**src/rtl/div_hilo_ctrl.sv**
```systemverilog
// HI/LO owner and sequencer for an external iterative divider: accepts DIV/DIVU and
// MTHI/MTLO, pulses the divider start, writes remainder->HI / quotient->LO, stalls while busy.
module div_hilo_ctrl #(
  parameter int unsigned WIDTH       = 32,
  parameter int unsigned TIMEOUT     = 64,
  parameter bit          ZERO_BYPASS = 1'b1
) (
  input  logic             clock_i,
  input  logic             reset_i,
  input  logic             req_i,
  input  logic             op_signed_i,
  input  logic [WIDTH-1:0] opa_i,
  input  logic [WIDTH-1:0] opb_i,
  input  logic             mthi_i,
  input  logic             mtlo_i,
  input  logic [WIDTH-1:0] wdata_i,
  input  logic             hilo_rd_i,
  output logic             stall_o,
  output logic             md_busy_o,
  output logic             done_o,
  output logic [WIDTH-1:0] hi_o,
  output logic [WIDTH-1:0] lo_o,
  output logic             timeout_err_o,
  output logic             div_signed_o,
  output logic [WIDTH-1:0] div_dividend_o,
  output logic [WIDTH-1:0] div_divisor_o,
  output logic             div_start_o,
  input  logic             div_busy_i,
  input  logic [WIDTH-1:0] div_q_i,
  input  logic [WIDTH-1:0] div_r_i
);

  localparam int unsigned TW = (TIMEOUT > 1) ? $clog2(TIMEOUT) : 1;
  localparam logic [TW-1:0] TLAST = TW'(TIMEOUT - 1);

  typedef enum logic [2:0] {IDLE, LAUNCH, ARM, WAIT, DONE} state_e;

  state_e           state_q, state_d;
  logic [WIDTH-1:0] hi_q, hi_d, lo_q, lo_d;
  logic [WIDTH-1:0] a_q, a_d, b_q, b_d;
  logic             sgn_q, sgn_d;
  logic             terr_q, terr_d;
  logic [TW-1:0]    tcnt_q, tcnt_d;

  always_ff @(posedge clock_i) begin
    if (reset_i) begin
      state_q <= IDLE;
      hi_q    <= '0;
      lo_q    <= '0;
      a_q     <= '0;
      b_q     <= '0;
      sgn_q   <= 1'b0;
      terr_q  <= 1'b0;
      tcnt_q  <= '0;
    end else begin
      state_q <= state_d;
      hi_q    <= hi_d;
      lo_q    <= lo_d;
      a_q     <= a_d;
      b_q     <= b_d;
      sgn_q   <= sgn_d;
      terr_q  <= terr_d;
      tcnt_q  <= tcnt_d;
    end
  end

  always_comb begin
    state_d = state_q;
    hi_d    = hi_q;
    lo_d    = lo_q;
    a_d     = a_q;
    b_d     = b_q;
    sgn_d   = sgn_q;
    terr_d  = terr_q;
    tcnt_d  = tcnt_q;
    case (state_q)
      IDLE: begin
        // req wins over a same-cycle MTHI/MTLO; the write is dropped
        if (req_i) begin
          if (ZERO_BYPASS && (opb_i == '0)) begin
            hi_d    = opa_i;
            lo_d    = '1;
            state_d = DONE;
          end else begin
            a_d     = opa_i;
            b_d     = opb_i;
            sgn_d   = op_signed_i;
            tcnt_d  = '0;
            state_d = LAUNCH;
          end
        end else begin
          if (mthi_i) hi_d = wdata_i;
          if (mtlo_i) lo_d = wdata_i;
        end
      end
      LAUNCH: state_d = ARM;
      ARM: begin
        tcnt_d = tcnt_q + 1'b1;
        if (div_busy_i) begin
          state_d = WAIT;
        end else if (tcnt_q == TLAST) begin
          terr_d  = 1'b1;
          state_d = DONE;
        end
      end
      WAIT: begin
        tcnt_d = tcnt_q + 1'b1;
        if (!div_busy_i) begin
          hi_d    = div_r_i;
          lo_d    = div_q_i;
          state_d = DONE;
        end else if (tcnt_q == TLAST) begin
          terr_d  = 1'b1;
          state_d = DONE;
        end
      end
      DONE:    state_d = IDLE;
      default: state_d = IDLE;
    endcase
  end

  assign md_busy_o      = (state_q != IDLE);
  assign stall_o        = md_busy_o & (req_i | mthi_i | mtlo_i | hilo_rd_i);
  assign done_o         = (state_q == DONE);
  assign div_start_o    = (state_q == LAUNCH);
  assign hi_o           = hi_q;
  assign lo_o           = lo_q;
  assign timeout_err_o  = terr_q;
  assign div_signed_o   = sgn_q;
  assign div_dividend_o = a_q;
  assign div_divisor_o  = b_q;

endmodule

```
**config.mk**
```make
export PLATFORM = sky130hd
export DESIGN_NAME = div_hilo_ctrl
export DESIGN_NICKNAME = d
export VERILOG_FILES = /design/src/rtl/div_hilo_ctrl.sv
export SDC_FILE = /design/constraint.sdc
export NUM_CORES = 1
export LEC_CHECK = 0
export BUFFER_PORTS_ARGS = -buffer_cell sky130_fd_sc_hd__buf_4
export CAP_MARGIN = 40
export CORE_MARGIN = 2
export CORE_UTILIZATION = 51
export CTS_BUF_LIST = sky130_fd_sc_hd__clkbuf_16
export DETAILED_ROUTE_END_ITERATION = 10
export HOLD_SLACK_MARGIN = 0.08
export PLACE_DENSITY = 0.86
export SYNTH_ARGS = -nofsm -noshare
export SYNTH_HDL_FRONTEND = slang
export SYNTH_SLANG_ARGS = --single-unit
```
**constraint.sdc**
```tcl
create_clock -name clock_i -period 3.5 [get_ports clock_i]
set_input_delay 0.875 -clock clock_i [delete_from_list [all_inputs] [get_ports clock_i]]
set_output_delay 0.875 -clock clock_i [all_outputs]
set_load 0.05 [all_outputs]
```
==> flow_summary_export.csv, run 1 <==
group,metric,value,unit
run_status,run_status,"complete, no violations",
critical_path,critPathMaxFanout,44,
logic_synthesis,avgSynthCellArea,8.28,um^2
grt,grt_busiest_layer,"met2",
timing,tightest_slew,0.701,ns
grt,grt_pass1_wl,35.3,mm
logic_synthesis,ys_seq_area_share,41.6,%
grt,gr-usage-met1,39.4,%
die,core-area,12700,um^2
die,die_w,119,um
critical_path,end_kind,"flop",
logic_synthesis,synthArstFlopShare,0,%
logic_synthesis,synth_area,6690,um^2
clock_network,post_cts_resize_count,0,
clock_network,cts.sinks,139,
detailed_routing,drt-pass1-iter-count,5,
die,die_h,119,um
clock_network,cts_buffers,17,
pwr,sw_frac_of_total,33.8,%
logic_synthesis,ys.flop_type,"dfxtp_1",
die,fp-row-count,41,
cells_and_area,areaGrowthSynthToFinish,43.6,%
clock_network,cts-hold-fix-buffers,0,
logic_synthesis,syn_nets,977,
timing,relSlewSlack,53.3,%
place,place_congestion,0.839,
place,dp.final_hpwl,15.7,mm
pwr,switchingPower,0.00178,W
timing,fin_skew,0.00562,ns
grt,met3_usage,8.69,%
logic_synthesis,yosys.cell_types.count,38,
clock_network,path_clk_slew,0.05,ns
pwr,p_leak,4.46,nW
detailed_routing,antenna_left,0,
cells_and_area,antenna_cells,0,
min_path,hp-class,"flop to flop",
pwr,power.internal,0.00349,W
grt,antenna_found_initial,0,
logic_synthesis,synthTopCellsByArea,"dfxtp_1 42%, mux2i_1 9.6%, a21oi_1 5.1%, nor3_1 5.1%, nand3_1 5.0%",
critical_path,critPathLaunchType,"input port",
clock_network,cts-root-buf,"clkbuf_16",
logic_synthesis,synth_top_area_cell,"dfxtp_1",
timing,grt_setup_unrepaired,"false",
place,port_buffers,301,
timing,report.final.slew_viol_count,0,
detailed_routing,drt-initial-drc-count,522,
clock_network,h-tree-depth,4,
timing,finalSetupViolations,0,
clock_network,post_cts_buffers,0,
grt,grt_max_degree,70,
detailed_routing,drt_wl_total,22.5,mm
timing,fin_crit_sh,80.1,%
logic_synthesis,yosysMostFrequentCell,"dfxtp_1",
grt,track_usage,31.5,%
timing,hold_viol,0,
logic_synthesis,ys_top_cells_by_count,"139 x dfxtp_1, 75 x nand2_1, 68 x a21oi_1, 68 x nor3_1",
die,initial_core_util,52.6,%
run,max-cap-violations,0,
pwr,comb_power_share,30.8,%
clock_network,clkLatencyLatePin,0.42,ns
pwr,p_per_area,548,nW/um^2
logic_synthesis,synth_top_area_share,41.6,%
clock_network,cts_tree,"done",
grt,use_met2,50.8,%
timing,fmaxAchievable,357,MHz
logic_synthesis,synth_edf_count,0,
detailed_routing,avgRoutedWirePerCell,18.0,um
grt,grt_pass1_vias,6758,
detailed_routing,num_vias,7116,
timing,fin_setup_tns,0,ns
clock_network,clock_path_buffers,2,
detailed_routing,via_per_inst,5.68,
cells_and_area,nets,1237,
cells_and_area,drive_gt1_share,35.3,%
critical_path,required,3.83,ns
pwr,max-vdd-ir-drop,0.000435,V
die,floorplan.die_area,14100,um^2
detailed_routing,drcViolationCount,0,
logic_synthesis,yosysWarnings,0,
logic_synthesis,syn_inst,808,
die,num_io_pins,302,
critical_path,worst-endpoint-arrival,3.14,ns
logic_synthesis,synth_seq_cells,139,
grt,gr-total-overflow,0,
timing,fin_crit,2.80,ns
cells_and_area,postLayoutCoreUtil,75.6,%
pwr,p_clk_share,34.5,%
pwr,power_frac_seq,34.7,%
critical_path,criticalPathCategory,"input port to flop",
area by class of cell:
type / count / area [um^2]
clock buffers: 17 / 425
clock inverters: 14 / 161
fillers: 968 / 3110
inverters: 3 / 11.3
multi-input cells: 586 / 3560
flip-flops and latches: 139 / 2780
well taps: 172 / 215
repair buffers: 321 / 2450
per-layer routing:
metal,wire (um),vias up
met2,10800,327
met1,9210,3350
met4,737,0
li1,-,3384
met3,1780,55
met5,0,-
layout by cell type (no fill, tap or decap), types with 33 or more instances in the layout:
| master | synthesis | layout |
|---|---|---|
| nand2_1 | 75 | 73 |
| o211ai_1 | 34 | 34 |
| nand3_1 | 67 | 67 |
| nor2b_1 | 33 | 33 |
| buf_4 | 0 | 318 |
| dfxtp_1 | 139 | 139 |
| o21ai_0 | 67 | 67 |
| mux2i_1 | 64 | 64 |
| nor2_1 | 44 | 44 |
| a21oi_1 | 68 | 68 |
| nor3_1 | 68 | 68 |
power by group through the flow:
| stage | registers (W) | logic [W] | clock network, W |
|---|---|---|---|
| after floorplan | 0.00238 | 0.000520 | 0 |
| after CTS | 0.00183 | 0.00163 | 0.00184 |
| after global placement | 0.00185 | 0.00159 | 0 |
| after detailed placement | 0.00186 | 0.00162 | 0 |
| after global routing | 0.00184 | 0.00171 | 0.00191 |
| final | 0.00183 | 0.00163 | 0.00182 |
through the flow:
stage	instance area, um^2	total power (W)	instances	hold WS [ns]	setup slack (ns)
after floorplan	6690	0.00290	808	0.447	0.749
after detailed placement	9030	0.00348	1221	0.453	0.402
final	9610	0.00527	1252	0.457	0.696
after global placement	9000	0.00344	1220	0.445	0.421
after CTS	9610	0.00529	1252	0.460	0.771
after global routing	9610	0.00546	1252	0.476	0.600
path summary, 6_finish.rpt:
| path | end | depth (start not counted) | from | slack (ns) |
|---|---|---|---|---|
| worst max-delay path | div_divisor_o[17]$_SDFFE_PP0P_ | 8 | opb_i[15] | 0.70 |
| worst min-delay path | hi_o[4]$_SDFFE_PP0P_ | 2 | hi_o[4]$_SDFFE_PP0P_ | 0.46 |
| worst max register to register | lo_o[18]$_SDFFE_PP0P_ | 8 | state_q[1]$_SDFFE_PP0P_ | 1.07 |
| worst min register to register | hi_o[4]$_SDFFE_PP0P_ | 2 | hi_o[4]$_SDFFE_PP0P_ | 0.46 |
critical path, cell delays in order:
cell and delay, ns:
buf_4 0.12, nor4_1 0.36, nand2_1 0.16, nor4_4 0.39, buf_4 0.47, buf_4 0.37
o21ai_0 0.15, a21oi_1 0.21
logic make-up (layout without fill, tap and decap cells):
| logic type | after synthesis | count (layout) | synth area share [%] |
|---|---|---|---|
| and+or+nand+nor | 306 | 306 | 21.9 |
| AOI/OAI and AO/OA | 178 | 178 | 15.2 |
| DFF | 139 | 139 | 41.6 |
| muxes | 96 | 96 | 15.0 |
| buffers and inverters | 83 | 355 | 5.50 |
| xor gates and xnor gates | 4 | 4 | 0.523 |
| adders and majority gates | 2 | 2 | 0.336 |
flip-flops by register name, summed over array words and instances (netlist names):
name and flops:
hi_o 32, tcnt_q 6, div_divisor_o 32, div_signed_o 1, state_q 3, div_dividend_o 32, lo_o 32, timeout_err_o 1
Note: power is estimated with default switching activity, not from simulation.
==> run 2: changes to the inputs <==
--- a/config.mk
+++ b/config.mk
@@ -8,11 +8,11 @@
 export BUFFER_PORTS_ARGS = -buffer_cell sky130_fd_sc_hd__buf_4
 export CAP_MARGIN = 40
 export CORE_MARGIN = 2
-export CORE_UTILIZATION = 51
+export CORE_UTILIZATION = 48
 export CTS_BUF_LIST = sky130_fd_sc_hd__clkbuf_16
 export DETAILED_ROUTE_END_ITERATION = 10
 export HOLD_SLACK_MARGIN = 0.08
-export PLACE_DENSITY = 0.86
+export PLACE_DENSITY = 0.81
 export SYNTH_ARGS = -nofsm -noshare
 export SYNTH_HDL_FRONTEND = slang
 export SYNTH_SLANG_ARGS = --single-unit
==> constraint.sdc (replaced) <==
create_clock -name clock_i -period 2.83 [get_ports clock_i]
set_input_delay 0.7075 -clock clock_i [delete_from_list [all_inputs] [get_ports clock_i]]
set_output_delay 0.7075 -clock clock_i [all_outputs]
set_load 0.05 [all_outputs]
==> run 2 against run 1 <==
Net effect:
- total power up 20%
- clock power up 14%
- critical path depth unchanged
- global-route usage down 1.7 points
- sequential cell count unchanged
- clock skew up 0.0045 ns
- combinational power up 23%
- die area up 6.0%
- wire length up 1.1%
- count of clock-buffer cells in the layout unchanged
- register-to-register slack worse by 0.48 ns
- highest routed layer unchanged
==> flow_summary_export.csv, run 2 (synthesis gave the netlist of run 1 again) <==
group,metric,value,unit
min_path,hp-class,"flop to flop",
timing,hold_viol,0,
critical_path,slowest_stage,"nor4_4",
clock_network,h-tree-depth,4,
grt,gr-total-overflow,0,
die,initial_core_util,48.6,%
clock_network,path_clk_slew,0.06,ns
timing,report.final.slew_viol_count,0,
clock_network,post_cts_buffers,0,
detailed_routing,antenna_left,0,
clock_network,cts.sinks,139,
timing,fin_skew,0.0101,ns
clock_network,cts_tree,"done",
critical_path,path_cells,"buf_4, nor4_1, nand2_1, nor4_4, buf_4, buf_12, o21ai_0, a21oi_1",
critical_path,critPathMaxFanout,52,
timing,fmaxAchievable,419,MHz
clock_network,cts-hold-fix-buffers,0,
pwr,p_leak,4.45,nW
timing,fin_crit,2.38,ns
critical_path,worst-endpoint-arrival,2.72,ns
cells_and_area,final_common_cell,"buf_4",
timing,relSlewSlack,57.7,%
place,place_congestion,0.871,
grt,antenna_found_initial,0,
cells_and_area,final_cell_mix,"312 x buf_4, 139 x dfxtp_1, 73 x nand2_1, 68 x nor3_1, 68 x a21oi_1",
critical_path,path_common_cell,"buf_4",
detailed_routing,via_per_inst,5.58,
die,num_io_pins,302,
detailed_routing,drcViolationCount,0,
cells_and_area,drive_gt1_share,35.3,%
clock_network,cts_buffers,17,
grt,track_usage,29.8,%
pwr,comb_power_share,31.7,%
critical_path,required,3.16,ns
run_status,run_status,"complete, no violations",
timing,tightest_slew,0.635,ns
clock_network,cts-root-buf,"clkbuf_16",
clock_network,clock_path_buffers,2,
critical_path,critPathLaunchType,"input port",
clock_network,clkLatencyLatePin,0.42,ns
die,fp-row-count,43,
detailed_routing,avgRoutedWirePerCell,18.1,um
timing,finalSetupViolations,0,
pwr,sw_frac_of_total,34.7,%
pwr,power.internal,0.00414,W
cells_and_area,nets,1236,
timing,fin_setup_tns,0,ns
die,core-area,13800,um^2
grt,grt_pass1_vias,6494,
critical_path,criticalPathCategory,"input port to flop",
grt,grt_pass1_wl,34.5,mm
pwr,power_frac_seq,35.6,%
place,port_buffers,301,
cells_and_area,final_cells,1258,
place,dpl.cell_count,1228,
critical_path,slowest_delay,0.41,ns
timing,grt_setup_unrepaired,"false",
detailed_routing,drt-pass1-iter-count,6,
pwr,switchingPower,0.00220,W
die,floorplan.die_area,14900,um^2
critical_path,path_delay_family,"simple AND/OR/NAND/NOR gates",
detailed_routing,drt-initial-drc-count,563,
place,dp.final_hpwl,16.1,mm
pwr,p_total,0.00634,W
clock_network,post_cts_resize_count,0,
die,die_w,122,um
pwr,max-vdd-ir-drop,0.000551,V
cells_and_area,antenna_cells,0,
die,die_h,122,um
detailed_routing,drt_wl_total,22.8,mm
run,max-cap-violations,0,
pwr,p_clk_share,32.7,%
critical_path,crit_buf_inv,3,
grt,grt_max_degree,97,
critical_path,end_kind,"flop",
pwr,p_per_area,658,nW/um^2
timing,fin_crit_sh,84.3,%
detailed_routing,num_vias,7014,
cells_and_area,areaGrowthSynthToFinish,43.8,%
-- run 2: changes by cell type in the layout (fill, tap and decap cells not counted), sizes merged --
cell,delta
buf,-1
bufinv,-2
clkinv,-1
clkinvlp,+1
inv,+1
-- run 2: final cells by class --
cell class | count | area (um^2)
inverters | 3 | 11.3
well taps | 180 | 225
clock buffers | 17 | 425
clock inverters | 13 | 114
repair buffers | 320 | 2500
multi-input cells | 586 | 3560
fillers | 1121 | 4150
flip-flops and latches | 139 | 2780
-- run 2: tightest hold or removal path, cell delays in order, from the launching register on --
cell     delay, ns
dfxtp_1       0.31
nand2_1       0.05
mux2i_1       0.05
-- run 2: metrics by stage --
step	util (%)	hold WS [ns]	cell area, um^2	setup WS, ns
after floorplan	-	0.447	6690	0.414
after global placement	66.0	0.445	9080	0.111
after detailed placement	66.0	0.454	9080	0.101
after CTS	69.9	0.462	9620	0.510
after global routing	69.9	0.472	9620	0.341
final	69.9	0.461	9620	0.445
-- run 2: final timing paths --
check / to / cells after the start / start / slack [ns]
min reg2reg: hi_o[19]$_SDFFE_PP0P_ / 2 / hi_o[19]$_SDFFE_PP0P_ / 0.46
min: hi_o[19]$_SDFFE_PP0P_ / 2 / hi_o[19]$_SDFFE_PP0P_ / 0.46
max: div_dividend_o[9]$_SDFFE_PP0P_ / 8 / opb_i[15] / 0.45
max reg2reg: lo_o[5]$_SDFFE_PP0P_ / 7 / state_q[1]$_SDFFE_PP0P_ / 0.59
-- run 2: per-layer routing --
layer | part of all wire [%] | track usage (%)
met3 | 8.6 | 8.75
met5 | 0 | 0
met1 | 42 | 38.8
met4 | 2.6 | 10.3
met2 | 47 | 47.1
-- run 2: power by group through the flow --
stage / clock (W) / sequential, W / combinational [W]
after floorplan: 0 / 0.00295 / 0.000643
after global placement: 0 / 0.00229 / 0.00198
after detailed placement: 0 / 0.00230 / 0.00200
after CTS: 0.00211 / 0.00226 / 0.00201
after global routing: 0.00219 / 0.00228 / 0.00211
final: 0.00207 / 0.00226 / 0.00201
==> run 3: changes to the inputs <==
--- a/config.mk
+++ b/config.mk
@@ -8,11 +8,11 @@
 export BUFFER_PORTS_ARGS = -buffer_cell sky130_fd_sc_hd__buf_4
 export CAP_MARGIN = 40
 export CORE_MARGIN = 2
-export CORE_UTILIZATION = 48
+export CORE_UTILIZATION = 43
 export CTS_BUF_LIST = sky130_fd_sc_hd__clkbuf_16
 export DETAILED_ROUTE_END_ITERATION = 10
 export HOLD_SLACK_MARGIN = 0.08
-export PLACE_DENSITY = 0.81
+export PLACE_DENSITY = 0.77
 export SYNTH_ARGS = -nofsm -noshare
 export SYNTH_HDL_FRONTEND = slang
 export SYNTH_SLANG_ARGS = --single-unit
==> constraint.sdc (replaced) <==
create_clock -name clock_i -period 2.1 [get_ports clock_i]
set_input_delay 0.525 -clock clock_i [delete_from_list [all_inputs] [get_ports clock_i]]
set_output_delay 0.525 -clock clock_i [all_outputs]
set_load 0.05 [all_outputs]
==> run 3 against run 2 <==
Net effect:
- count of clock-buffer cells in the layout stayed put
- total power is 36% higher
- core utilization is 4.4 points lower
- sequential power is 35% higher
- cell count is 2.9% higher
- largest cell class unchanged
- wire length is 3.4% higher
- sequential share of layout area is 0.98 points lower
- die area is 11% higher
- clock power is 33% higher
==> flow_summary_export.csv, run 3 (synthesis gave the netlist of run 1 again) <==
group,metric,value,unit
pwr,max-vdd-ir-drop,0.000519,V
place,dp.final_hpwl,17.0,mm
grt,grt_pass1_wl,35.9,mm
run_status,run_status,"complete, no violations",
grt,grt_pass1_vias,6734,
critical_path,worstReg2RegEnd,"hi_o[12]$_SDFFE_PP0P_",
min_path,hp-class,"input port to flop",
critical_path,criticalPathCategory,"flop to primary output",
cells_and_area,final_cell_mix,"334 x buf_4, 139 x dfxtp_1, 73 x nand2_1, 68 x nor3_1, 68 x a21oi_1",
timing,fin_crit_sh,95.1,%
pwr,p_leak,4.61,nW
clock_network,cts_buffers,17,
timing,finalSetupViolations,0,
timing,hold_viol,0,
cells_and_area,areaGrowthSynthToFinish,48.8,%
clock_network,cts_tree,"done",
detailed_routing,avgRoutedWirePerCell,18.2,um
critical_path,rr_startpoint,"state_q[1]$_SDFFE_PP0P_",
critical_path,r2r_cells,8,
detailed_routing,wl_met2,11.7,mm
critical_path,required,1.57,ns
clock_network,cts-hold-fix-buffers,0,
timing,fin_setup_tns,0,ns
die,die_h,129,um
timing,fin_skew,0.00678,ns
die,core-area,15200,um^2
timing,postLayoutSetupSlackWorst,0.104,ns
die,die_w,129,um
place,place_ws,-0.230,ns
detailed_routing,drt-initial-drc-count,543,
timing,report.final.slew_viol_count,0,
timing,tightest_slew,0.629,ns
timing,grt_setup_unrepaired,"false",
clock_network,post_cts_buffers,0,
detailed_routing,route.top_layer_used,"met4",
detailed_routing,via_per_inst,5.50,
clock_network,cts.sinks,139,
critical_path,startpoint,"state_q[1]$_SDFFE_PP0P_",
critical_path,critPathMaxFanout,6,
cells_and_area,fill_cells,1325,
timing,fin_crit,2.00,ns
die,num_io_pins,302,
detailed_routing,met3RoutedLength,2.00,mm
clock_network,h-tree-depth,4,
detailed_routing,drt_wl_total,23.5,mm
die,initial_core_util,44.0,%
cells_and_area,antenna_cells,0,
clock_network,cts-root-buf,"clkbuf_16",
timing,fmaxAchievable,501,MHz
pwr,p_per_area,863,nW/um^2
detailed_routing,drcViolationCount,0,
cells_and_area,final_cell_area,9960,um^2
clock_network,clock_path_buffers,2,
place,place_congestion,0.841,
clock_network,path_clk_slew,0.06,ns
die,fp-row-count,45,
clock_network,post_cts_resize_count,0,
run,max-cap-violations,0,
critical_path,worst-endpoint-arrival,1.47,ns
critical_path,crit_end,"stall_o",
cells_and_area,final_common_cell,"buf_4",
critical_path,end_kind,"primary output",
detailed_routing,antenna_left,0,
detailed_routing,drt-pass1-iter-count,5,
clock_network,clkLatencyLatePin,0.42,ns
place,place_area,9430,um^2
grt,antenna_found_initial,0,
cells_and_area,nets,1263,
place,port_buffers,301,
grt,gr-total-overflow,0,
detailed_routing,m1WireLength,9.25,mm
grt,track_usage,27.7,%
critical_path,reg2reg_slack,0.20,ns
die,floorplan.die_area,16600,um^2
cells_and_area,drive_gt1_share,38.1,%
critical_path,critPathLaunchType,"flop",
detailed_routing,num_vias,7118,
timing,relSlewSlack,58.1,%
grt,grt_max_degree,97,
[run 3: through the flow]
step,cells,total power [W],util (%),hold slack (ns)
floorplan,808,0.00486,-,0.447
global placement,1263,0.00587,62.0,0.445
detailed placement,1263,0.00590,62.0,0.452
CTS,1294,0.00864,65.5,0.356
global route,1294,0.00892,65.5,0.368
finish,1294,0.00860,65.5,0.364
[run 3: final cells by class]
cell class | instances | area, um^2 | share of cell area (%)
timing repair buffer | 347 | 2770 | 27.8
tap | 188 | 235 | 2.36
inverter | 3 | 11.3 | 0.113
clock buffer | 17 | 425 | 4.27
sequential | 139 | 2780 | 27.9
clock inverter | 14 | 108 | 1.08
multi-input combinational | 586 | 3630 | 36.5
[run 3: worst max-delay path, stage by stage (launching register included)]
cell     delay (ns)
dfxtp_1        0.36
buf_4          0.15
nor3_1         0.05
buf_4          0.16
a21oi_1        0.11
buf_4          0.22
[run 3: how the worst min path moves through the flow]
stage / to / cells past startpoint / slack (ns) / start
final: div_signed_o$_SDFFE_PP0P_ / 3 / 0.36 / op_signed_i
after global routing: div_divisor_o[25]$_SDFFE_PP0P_ / 3 / 0.37 / opb_i[25]
after CTS: div_signed_o$_SDFFE_PP0P_ / 3 / 0.36 / op_signed_i
after detailed placement: hi_o[2]$_SDFFE_PP0P_ / 2 / 0.45 / hi_o[2]$_SDFFE_PP0P_
after global placement: hi_o[29]$_SDFFE_PP0P_ / 2 / 0.44 / hi_o[29]$_SDFFE_PP0P_
after floorplan: tcnt_q[5]$_SDFFE_PP0P_ / 1 / 0.45 / tcnt_q[5]$_SDFFE_PP0P_
[run 3: where the power goes]
part	internal, W	switching [W]	total, W
registers	0.00291	0.000139	0.00305
logic	0.00105	0.00175	0.00280
clock network	0.00160	0.00115	0.00275
[run 3: metal layers]
| metal | vias to the layer above | global-route usage [%] |
|---|---|---|
| li1 | 3441 | - |
| met1 | 3307 | 33.2 |
| met2 | 331 | 47.7 |
| met3 | 39 | 7.48 |
| met4 | 0 | 10.5 |
| met5 | - | 0 |
